==> config.mk <==
export PLATFORM = sky130hd
export DESIGN_NAME = ir_frame_decoder
export DESIGN_NICKNAME = d
export VERILOG_FILES = /design/src/rtl/ir_frame_decoder.sv
export SDC_FILE = /design/constraint.sdc
export NUM_CORES = 1
export LEC_CHECK = 0
export BUFFER_PORTS_ARGS = -buffer_cell sky130_fd_sc_hd__buf_4
export CELL_PAD_IN_SITES_DETAIL_PLACEMENT = 1
export CELL_PAD_IN_SITES_GLOBAL_PLACEMENT = 1
export CORE_MARGIN = 2
export CORE_UTILIZATION = 30
export DETAILED_ROUTE_END_ITERATION = 16
export PLACE_DENSITY = 0.64
export SYNTH_ARGS = -nofsm -noshare
export SYNTH_HDL_FRONTEND = slang
export SYNTH_SLANG_ARGS = --single-unit
==> constraint.sdc <==
create_clock -name clk -period 5.15 [get_ports clk]
set_input_delay 1.03 -clock clk [delete_from_list [all_inputs] [get_ports clk]]
set_output_delay 1.03 -clock clk [all_outputs]
set_load 0.05 [all_outputs]
==> src/rtl/ir_frame_decoder.sv <==
`default_nettype none
// ============================================================================
// Module   : ir_frame_decoder
// Purpose  : IR receiver front end: synchronises the line, times marks/spaces,
//            decodes spaces into bits and emits whole frames or error pulses.
// Revision : 1.0
// ============================================================================
module ir_frame_decoder #(
  parameter int FRAME_BITS  = 32,
  parameter int CNT_W       = 32,
  parameter int SYNC_STAGES = 2,
  parameter int MIN_SPACE   = 200,
  parameter int BIT1_THRESH = 1000,
  parameter int TIMEOUT     = 177127
) (
  input  logic                              clk,
  input  logic                              reset,
  input  logic                              ir_in,
  output logic [FRAME_BITS-1:0]             frame_data,
  output logic                              frame_valid,
  output logic                              error,
  output logic                              err_timeout,
  output logic                              busy,
  output logic [$clog2(FRAME_BITS+1)-1:0]   bit_count
);

  localparam int              c_bc_w      = $clog2(FRAME_BITS + 1);
  localparam longint unsigned c_cnt_max_l = (64'd1 << CNT_W) - 64'd1;
  localparam logic [CNT_W-1:0] c_cnt_max  = '1;

  generate
    if (!(MIN_SPACE < BIT1_THRESH && BIT1_THRESH < TIMEOUT &&
          64'(TIMEOUT) <= c_cnt_max_l && SYNC_STAGES >= 2 && FRAME_BITS >= 2))
    begin : g_param_error
      $error("ir_frame_decoder: illegal parameter combination");
    end
  endgenerate

  typedef enum logic [0:0] {
    IDLE = 1'b0,
    RECV = 1'b1
  } state_t;

  state_t                  r_state;
  logic [SYNC_STAGES-1:0]  r_sync;
  logic                    r_ir_d;
  logic [CNT_W-1:0]        r_len_cnt;
  logic [FRAME_BITS-1:0]   r_shift;
  logic [c_bc_w-1:0]       r_bit_count;
  logic [FRAME_BITS-1:0]   r_frame_data;
  logic                    r_frame_valid;
  logic                    r_error;
  logic                    r_err_timeout;

  logic                    w_ir_s;
  logic                    w_fall;
  logic                    w_rise;
  logic                    w_short;
  logic                    w_bit;
  logic                    w_timeout;
  logic [FRAME_BITS-1:0]   w_shift_next;

  assign w_ir_s       = r_sync[SYNC_STAGES-1];
  assign w_fall       = r_ir_d & ~w_ir_s;
  assign w_rise       = ~r_ir_d & w_ir_s;
  assign w_short      = r_len_cnt < CNT_W'(MIN_SPACE);
  assign w_bit        = r_len_cnt > CNT_W'(BIT1_THRESH);
  assign w_timeout    = r_len_cnt == CNT_W'(TIMEOUT);
  // LSB-first: new bits enter at the top so the first bit ends at bit 0.
  assign w_shift_next = {w_bit, r_shift[FRAME_BITS-1:1]};

  always_ff @(posedge clk or posedge reset) begin
    if (reset) begin
      r_sync <= '1;
      r_ir_d <= 1'b1;
    end else begin
      r_sync <= {r_sync[SYNC_STAGES-2:0], ir_in};
      r_ir_d <= w_ir_s;
    end
  end

  always_ff @(posedge clk or posedge reset) begin
    if (reset) begin
      r_len_cnt <= '0;
    end else if (w_fall || w_rise) begin
      r_len_cnt <= '0;
    end else if (r_len_cnt != c_cnt_max) begin
      r_len_cnt <= r_len_cnt + CNT_W'(1);
    end
  end

  always_ff @(posedge clk or posedge reset) begin
    if (reset) begin
      r_state       <= IDLE;
      r_shift       <= '0;
      r_bit_count   <= '0;
      r_frame_data  <= '0;
      r_frame_valid <= 1'b0;
      r_error       <= 1'b0;
      r_err_timeout <= 1'b0;
    end else begin
      r_frame_valid <= 1'b0;
      r_error       <= 1'b0;
      case (r_state)
        IDLE: begin
          if (w_fall) begin
            r_state     <= RECV;
            r_shift     <= '0;
            r_bit_count <= '0;
          end
        end
        RECV: begin
          if (w_fall) begin
            if (w_short) begin
              r_error       <= 1'b1;
              r_err_timeout <= 1'b0;
              r_bit_count   <= '0;
              r_state       <= IDLE;
            end else if (r_bit_count == c_bc_w'(FRAME_BITS - 1)) begin
              r_shift       <= w_shift_next;
              r_frame_data  <= w_shift_next;
              r_frame_valid <= 1'b1;
              r_bit_count   <= '0;
              r_state       <= IDLE;
            end else begin
              r_shift     <= w_shift_next;
              r_bit_count <= r_bit_count + c_bc_w'(1);
            end
          end else if (!w_rise && w_timeout) begin
            // A rise on the same cycle restarts timing, so it outranks timeout.
            r_error       <= 1'b1;
            r_err_timeout <= 1'b1;
            r_bit_count   <= '0;
            r_state       <= IDLE;
          end
        end
        default: r_state <= IDLE;
      endcase
    end
  end

  assign frame_data  = r_frame_data;
  assign frame_valid = r_frame_valid;
  assign error       = r_error;
  assign err_timeout = r_err_timeout;
  assign busy        = (r_state == RECV);
  assign bit_count   = r_bit_count;

endmodule
`default_nettype wire

==> results of run 1 <==
layout by cell type, fill, tap and decap left out, drive strengths merged, types with 2 or more instances in the layout:
| cell | count |
|---|---|
| clkbuf | 10 |
| nand4 | 12 |
| mux2i | 3 |
| and3 | 3 |
| xnor2 | 16 |
| mux2 | 32 |
| xor2 | 4 |
| a22o | 33 |
| and4 | 7 |
| nor4 | 9 |
| nor2 | 29 |
| o21ai | 10 |
| clkinv | 2 |
| buf | 47 |
| nor3b | 3 |
| dfrtp | 105 |
| o311ai | 3 |
| nand2b | 3 |
| o211ai | 3 |
| nand2 | 26 |
| o2111ai | 2 |
| a21oi | 18 |
| or4 | 4 |
| dfstp | 3 |
| inv | 14 |
| nand3 | 17 |
| a211oi | 6 |
| a31oi | 2 |
| or3 | 6 |
| ha | 4 |
through the flow:
step           setup slack [ns]  area (sq um)  hold WS, ns  power (mW)  std cells
2_1_floorplan              1.28          4900        0.345       0.930        408
3_3_place_gp               2.34          5410        0.347       0.951        648
3_5_place_dp               2.23          5410        0.358       0.954        648
4_1_cts                    2.22          5700        0.369        1.65        664
5_1_grt                    2.05          5700        0.368        1.68        664
6_report                   2.26          5700        0.365        1.62        664
flip-flops by register name (all words and copies together), names as in the netlist:
| name | flops |
|---|---|
| bit_count | 6 |
| busy | 1 |
| err_timeout | 1 |
| error | 1 |
| frame_data | 32 |
| frame_valid | 1 |
| r_ir_d | 1 |
| r_len_cnt | 32 |
| r_shift | 31 |
| r_sync | 2 |
kinds of logic after synthesis:
group                    synth area share
AND/OR/NAND/NOR                     0.145
flip-flops                          0.552
AO/OA/AOI/OAI                       0.121
multiplexers                        0.102
buffers and inverters              0.0334
XOR/XNOR                           0.0357
adder cells (fa/ha/maj)            0.0102
Yosys cell counts (all sizes together) (4+ instances only):
cell	number
clkbuf	10
a211oi	6
nand2	26
a22o	33
dfrtp	105
nand4	12
buf	13
ha	4
a21oi	18
inv	10
mux2	32
or4	4
or3	6
xor2	4
xnor2	16
and4	7
o21ai	10
nor4	9
nand3	17
nor2	29
power by group:
| part | internal, mW | leakage (nW) | switching, mW |
|---|---|---|---|
| clock network | 0.352 | 0.147 | 0.336 |
| registers | 0.855 | 1.49 | 0.00865 |
| logic | 0.0158 | 0.987 | 0.0544 |
final timing paths:
path                       cells past startpoint        endpoint          start  slack [ns]
setup reg to reg                               5     r_shift[31]  r_len_cnt[31]        2.26
max in group asynchronous                      3   r_len_cnt[22]          reset        3.23
hold reg to reg                                0       r_sync[1]      r_sync[0]        0.36
min in group asynchronous                      2  frame_data[23]          reset        0.82
hold / removal                                 0       r_sync[1]      r_sync[0]        0.36
setup / recovery                               5     r_shift[31]  r_len_cnt[31]        2.26
layout make-up:
type | count | area, sq um
Fill cell | 1771 | 10200
Sequential cell | 108 | 2710
Multi-Input combinational cell | 267 | 2040
Timing Repair Buffer | 47 | 353
Tap cell | 216 | 270
Clock buffer | 10 | 239
Clock inverter | 6 | 53.8
Inverter | 10 | 40.0
critical path: stages, from the launching register on:
cell and delay (ns):
dfrtp_1 0.43, nor4_1 0.50, nand3_1 0.24, or3_4 0.44
o21ai_2 0.93, a22o_1 0.27
metal layers:
layer	routed length [um]	GRT usage
met3	315	0.0304
met1	5180	0.169
met5	0	0
met4	192	0.0562
met2	5150	0.212
==> results.json, run 1 <==
{
  "nets": 450,
  "antenna_left": 0,
  "final_util": 0.357,
  "synthTopCellsByArea": "dfrtp_1 54%, mux2_4 8.9%, a22o_1 5.9%",
  "cts_buffer_depth": 2,
  "dr.pass1.iters": 4,
  "vias_per_cell": 5.05,
  "fin_crit_sh": 0.560,
  "post_cts_buffers": 0,
  "finalHoldViolCount": 0,
  "clock_latency_ns": 0.36,
  "initial_core_util": 0.307,
  "cts-root-buf": "clkbuf_16",
  "maxCapViolations": 0,
  "io_buffers": 44,
  "grt_antenna_before_repair": 0,
  "tightestPinTransition_ns": 1.22,
  "slew_violations": 0,
  "max-slew-margin-rel": 0.188,
  "tns_ns": 0,
  "clock-sinks": 108,
  "drive_gt1_frac": 0.230,
  "dieArea_sq_um": 17400,
  "die_w_um": 132,
  "synthToLayoutAreaGrowth_pct": 16.2,
  "die_height_um": 132,
  "seq_area_frac_synth": 0.552,
  "rows": 46,
  "fin_crit_ns": 2.89,
  "max_freq_ghz": 0.346,
  "synthDistinctLibCells": 50,
  "clk_pin_slew_worst_paths_ns": 0.08,
  "criticalPathCategory": "flip-flop to flip-flop",
  "grt.total_usage": 0.131,
  "drc": 0,
  "grt_start_max_net_pins": 67,
  "crit_arrival_ns": 3.18,
  "ir_drop_uv": 160,
  "avgSynthCellArea_sq_um": 12.0,
  "post_cts_resize_count": 0,
  "syn_area_sq_um": 4900,
  "vias": 3350,
  "synth_fp_nets": 415,
  "post_drt_wl_per_cell_um": 16.3,
  "fp.coreArea_sq_um": 15900,
  "grt_pass1_vias": 3442,
  "grt_overflow_total": 0,
  "ys_ff_latch": 108,
  "required_ns": 5.45,
  "hold_buffers": 0,
  "synthCells": 408,
  "diodes": 0,
  "startpoint_type": "flip-flop",
  "gp_congestion": 0.760,
  "cts_buffers": 9,
  "p_leak_nw": 2.63,
  "outcome": "completed",
  "htreeDepth": 3,
  "wl_um": 10800,
  "rsz0062_at_grt": "false",
  "setup.worst_path.end_class": "flip-flop",
  "ys.flop_type": "dfrtp_1",
  "cts_tree": "done",
  "synth_top_area_frac": 0.536,
  "yosys_warnings": 0,
  "grt_pass1_wl_um": 18300,
  "synth.largest_area_cell": "dfrtp_1",
  "setup_violations": 0,
  "io_pins": 45,
  "hpwl_um": 7310,
  "cp_max_fo": 31,
  "final.setup_skew_ns": 0.00913,
  "hold_path_class": "flip-flop to flip-flop",
  "power_density_nw_per_um2": 285,
  "async_flop_share": 1.00,
  "synth_edf_count": 0,
  "first_iter_violations": 227
}
Note: power is estimated with default switching activity, not from simulation.
==> inputs of run 2 (changes only) <==
Settings changed: ABC_AREA set to 1, PLACE_DENSITY 0.64 to 0.68.
Clock period 5.15 ns to 2.5 ns, I/O delays scaled along.
==> results.json, run 2 <==
{
  "outcome": "completed",
  "synth_compound_area_frac": 0.103,
  "final.setup_skew_ns": 0.00813,
  "synth_commonest_cells": "186 x nand2_1, 105 x dfrtp_1, 74 x inv_1, 71 x nor2_1",
  "yosys.area_share.simple": 0.324,
  "use_met1": 0.193,
  "gp_congestion": 0.842,
  "maxCapViolations": 0,
  "clock_latency_ns": 0.36,
  "avgSynthCellArea_sq_um": 8.49,
  "finalHoldViolCount": 0,
  "setup_violations": 0,
  "vias_per_cell": 4.62,
  "nets": 724,
  "grt_pass1_wl_um": 23000,
  "grt_pass1_vias": 4490,
  "post_drt_wl_per_cell_um": 14.3,
  "syn_area_sq_um": 5700,
  "clk_pin_slew_worst_paths_ns": 0.07,
  "grt.busiest_layer": "met2",
  "hpwl_um": 10100,
  "io_pins": 45,
  "io_buffers": 44,
  "synth_top_family_by_area": "simple AND/OR/NAND/NOR gates",
  "p_total_mw": 3.52,
  "reg2reg_depth": 7,
  "criticalPathCategory": "flip-flop to flip-flop",
  "setup.worst_path.end_class": "flip-flop",
  "max_freq_ghz": 0.516,
  "post_cts_resize_count": 0,
  "dr.pass1.iters": 4,
  "fin_crit_ns": 1.94,
  "synthMuxAreaShare": 0,
  "cp_max_fo": 25,
  "synth_fp_nets": 679,
  "die_w_um": 142,
  "grt_antenna_before_repair": 0,
  "fillers": 2247,
  "reg2reg_slack_ns": 0.56,
  "required_ns": 2.75,
  "drive_gt1_frac": 0.251,
  "startpoint_type": "flip-flop",
  "synthToLayoutAreaGrowth_pct": 15.1,
  "met3_usage": 0.0267,
  "rr_startpoint": "r_ir_d",
  "slew_violations": 0,
  "ys.flop_type": "dfrtp_1",
  "vias": 4415,
  "r2r-end": "frame_data[23]",
  "fin_crit_sh": 0.775,
  "layout_commonest_cell": "nand2_1",
  "power_density_nw_per_um2": 536,
  "cts_tree": "done",
  "synth_edf_count": 0,
  "rsz0062_at_grt": "false",
  "synth_top_area_frac": 0.461,
  "rows": 50,
  "ir_drop_uv": 316,
  "synthDistinctLibCells": 34,
  "clock-sinks": 108,
  "met2_usage": 0.241,
  "first_iter_violations": 261,
  "die_height_um": 142,
  "fp.coreArea_sq_um": 18700,
  "crit_end": "frame_data[23]",
  "post_cts_buffers": 0,
  "htreeDepth": 3,
  "placed_cell_area_sq_um": 6250,
  "dieArea_sq_um": 20100,
  "synth.largest_area_cell": "dfrtp_1",
  "cts_buffer_depth": 2,
  "seq_area_frac_synth": 0.475,
  "antenna_left": 0,
  "hold_buffers": 0,
  "yosys_warnings": 0,
  "tightestPinTransition_ns": 0.609,
  "initial_core_util": 0.305,
  "cts-root-buf": "clkbuf_16",
  "wl_um": 13600,
  "finalInstanceArea_sq_um": 6570,
  "p_leak_nw": 3.06,
  "max-slew-margin-rel": 0.594,
  "synth.most_common_cell": "nand2_1",
  "grt_start_max_net_pins": 109,
  "synthTopCellsByArea": "dfrtp_1 46%, nand2_1 12%, o21ai_2 7.7%",
  "synthCells": 672,
  "grt.total_usage": 0.145,
  "synth_fa_ha_area_frac": 0.00878,
  "diodes": 0,
  "synth-xor-area-share": 0.00461,
  "crit_start": "r_ir_d",
  "crit_arrival_ns": 2.19,
  "ys_ff_latch": 108,
  "tns_ns": 0,
  "final_cell_mix": "186 x nand2_1, 105 x dfrtp_1, 73 x inv_1",
  "cts_buffers": 9,
  "async_flop_share": 1.00,
  "drc": 0,
  "hold_path_class": "input port to flip-flop",
  "grt_overflow_total": 0
}
==> run 2: cell count changes after synthesis, moves of 17 or more <==
| cell | delta |
|---|---|
| nand3_1 | +33 |
| nand2_1 | +160 |
| a21oi_1 | -17 |
| inv_1 | +64 |
| nor2_1 | +42 |
| o21ai_2 | +50 |
| mux2_4 | -29 |
| a22o_1 | -33 |
| nand2_4 | +21 |
==> run 2: layout make-up <==
class / instances / area, sq um / share of cell area
Multi-Input combinational cell: 464 / 2510 / 0.383
Inverter: 80 / 304 / 0.0463
Timing Repair Buffer: 54 / 430 / 0.0655
Clock buffer: 11 / 253 / 0.0385
Sequential cell: 108 / 2710 / 0.412
Clock inverter: 5 / 66.3 / 0.0101
Tap cell: 234 / 293 / 0.0446
==> run 2: stage by stage <==
stage,hold slack (ns),cells,setup slack [ns],utilization
finish,0.245,956,0.561,0.351
detailed placement,0.370,940,0.533,0.334
global placement,0.369,940,0.583,0.334
CTS,0.233,956,0.529,0.351
floorplan,0.345,672,0.563,-
global route,0.235,956,0.386,0.351
==> run 2: logic make-up (layout without fill, tap and decap cells) <==
family / count (synthesis) / count (layout)
AOI/OAI and AO/OA: 76 / 76
adders and majority gates: 4 / 4
DFF: 108 / 108
buffers and inverters: 100 / 150
xor gates and xnor gates: 3 / 3
and+or+nand+nor: 381 / 381
==> run 2: layer usage <==
metal,routed length [um],up-vias
li1,-,2206
met1,6610,2130
met2,6400,64
met3,444,15
met4,183,0
met5,0,-
==> run 2: worst min path at each step <==
stage / slack, ns / endpoint / start / depth (start not counted)
after global placement: 0.37 / r_ir_d / r_sync[1] / 0
final: 0.25 / r_sync[0] / ir_in / 1
after global routing: 0.24 / r_sync[0] / ir_in / 1
after floorplan: 0.35 / r_sync[1] / r_sync[0] / 0
after detailed placement: 0.37 / r_ir_d / r_sync[1] / 0
after CTS: 0.23 / r_sync[0] / ir_in / 1
==> run 2: where the power goes <==
group          switching, mW  total [mW]  internal [mW]
clock network          0.688        1.53          0.845
registers             0.0282        1.80           1.77
logic                  0.152       0.193         0.0414
total                  0.868        3.52           2.65
==> run 2: critical path, stage by stage (launching register included) <==
cell and delay, ns:
dfstp_2 0.53, ha_1 0.37, inv_1 0.17, nor2_4 0.19, nand2_8 0.18, buf_4 0.27
nand2_4 0.07, o21ai_2 0.05
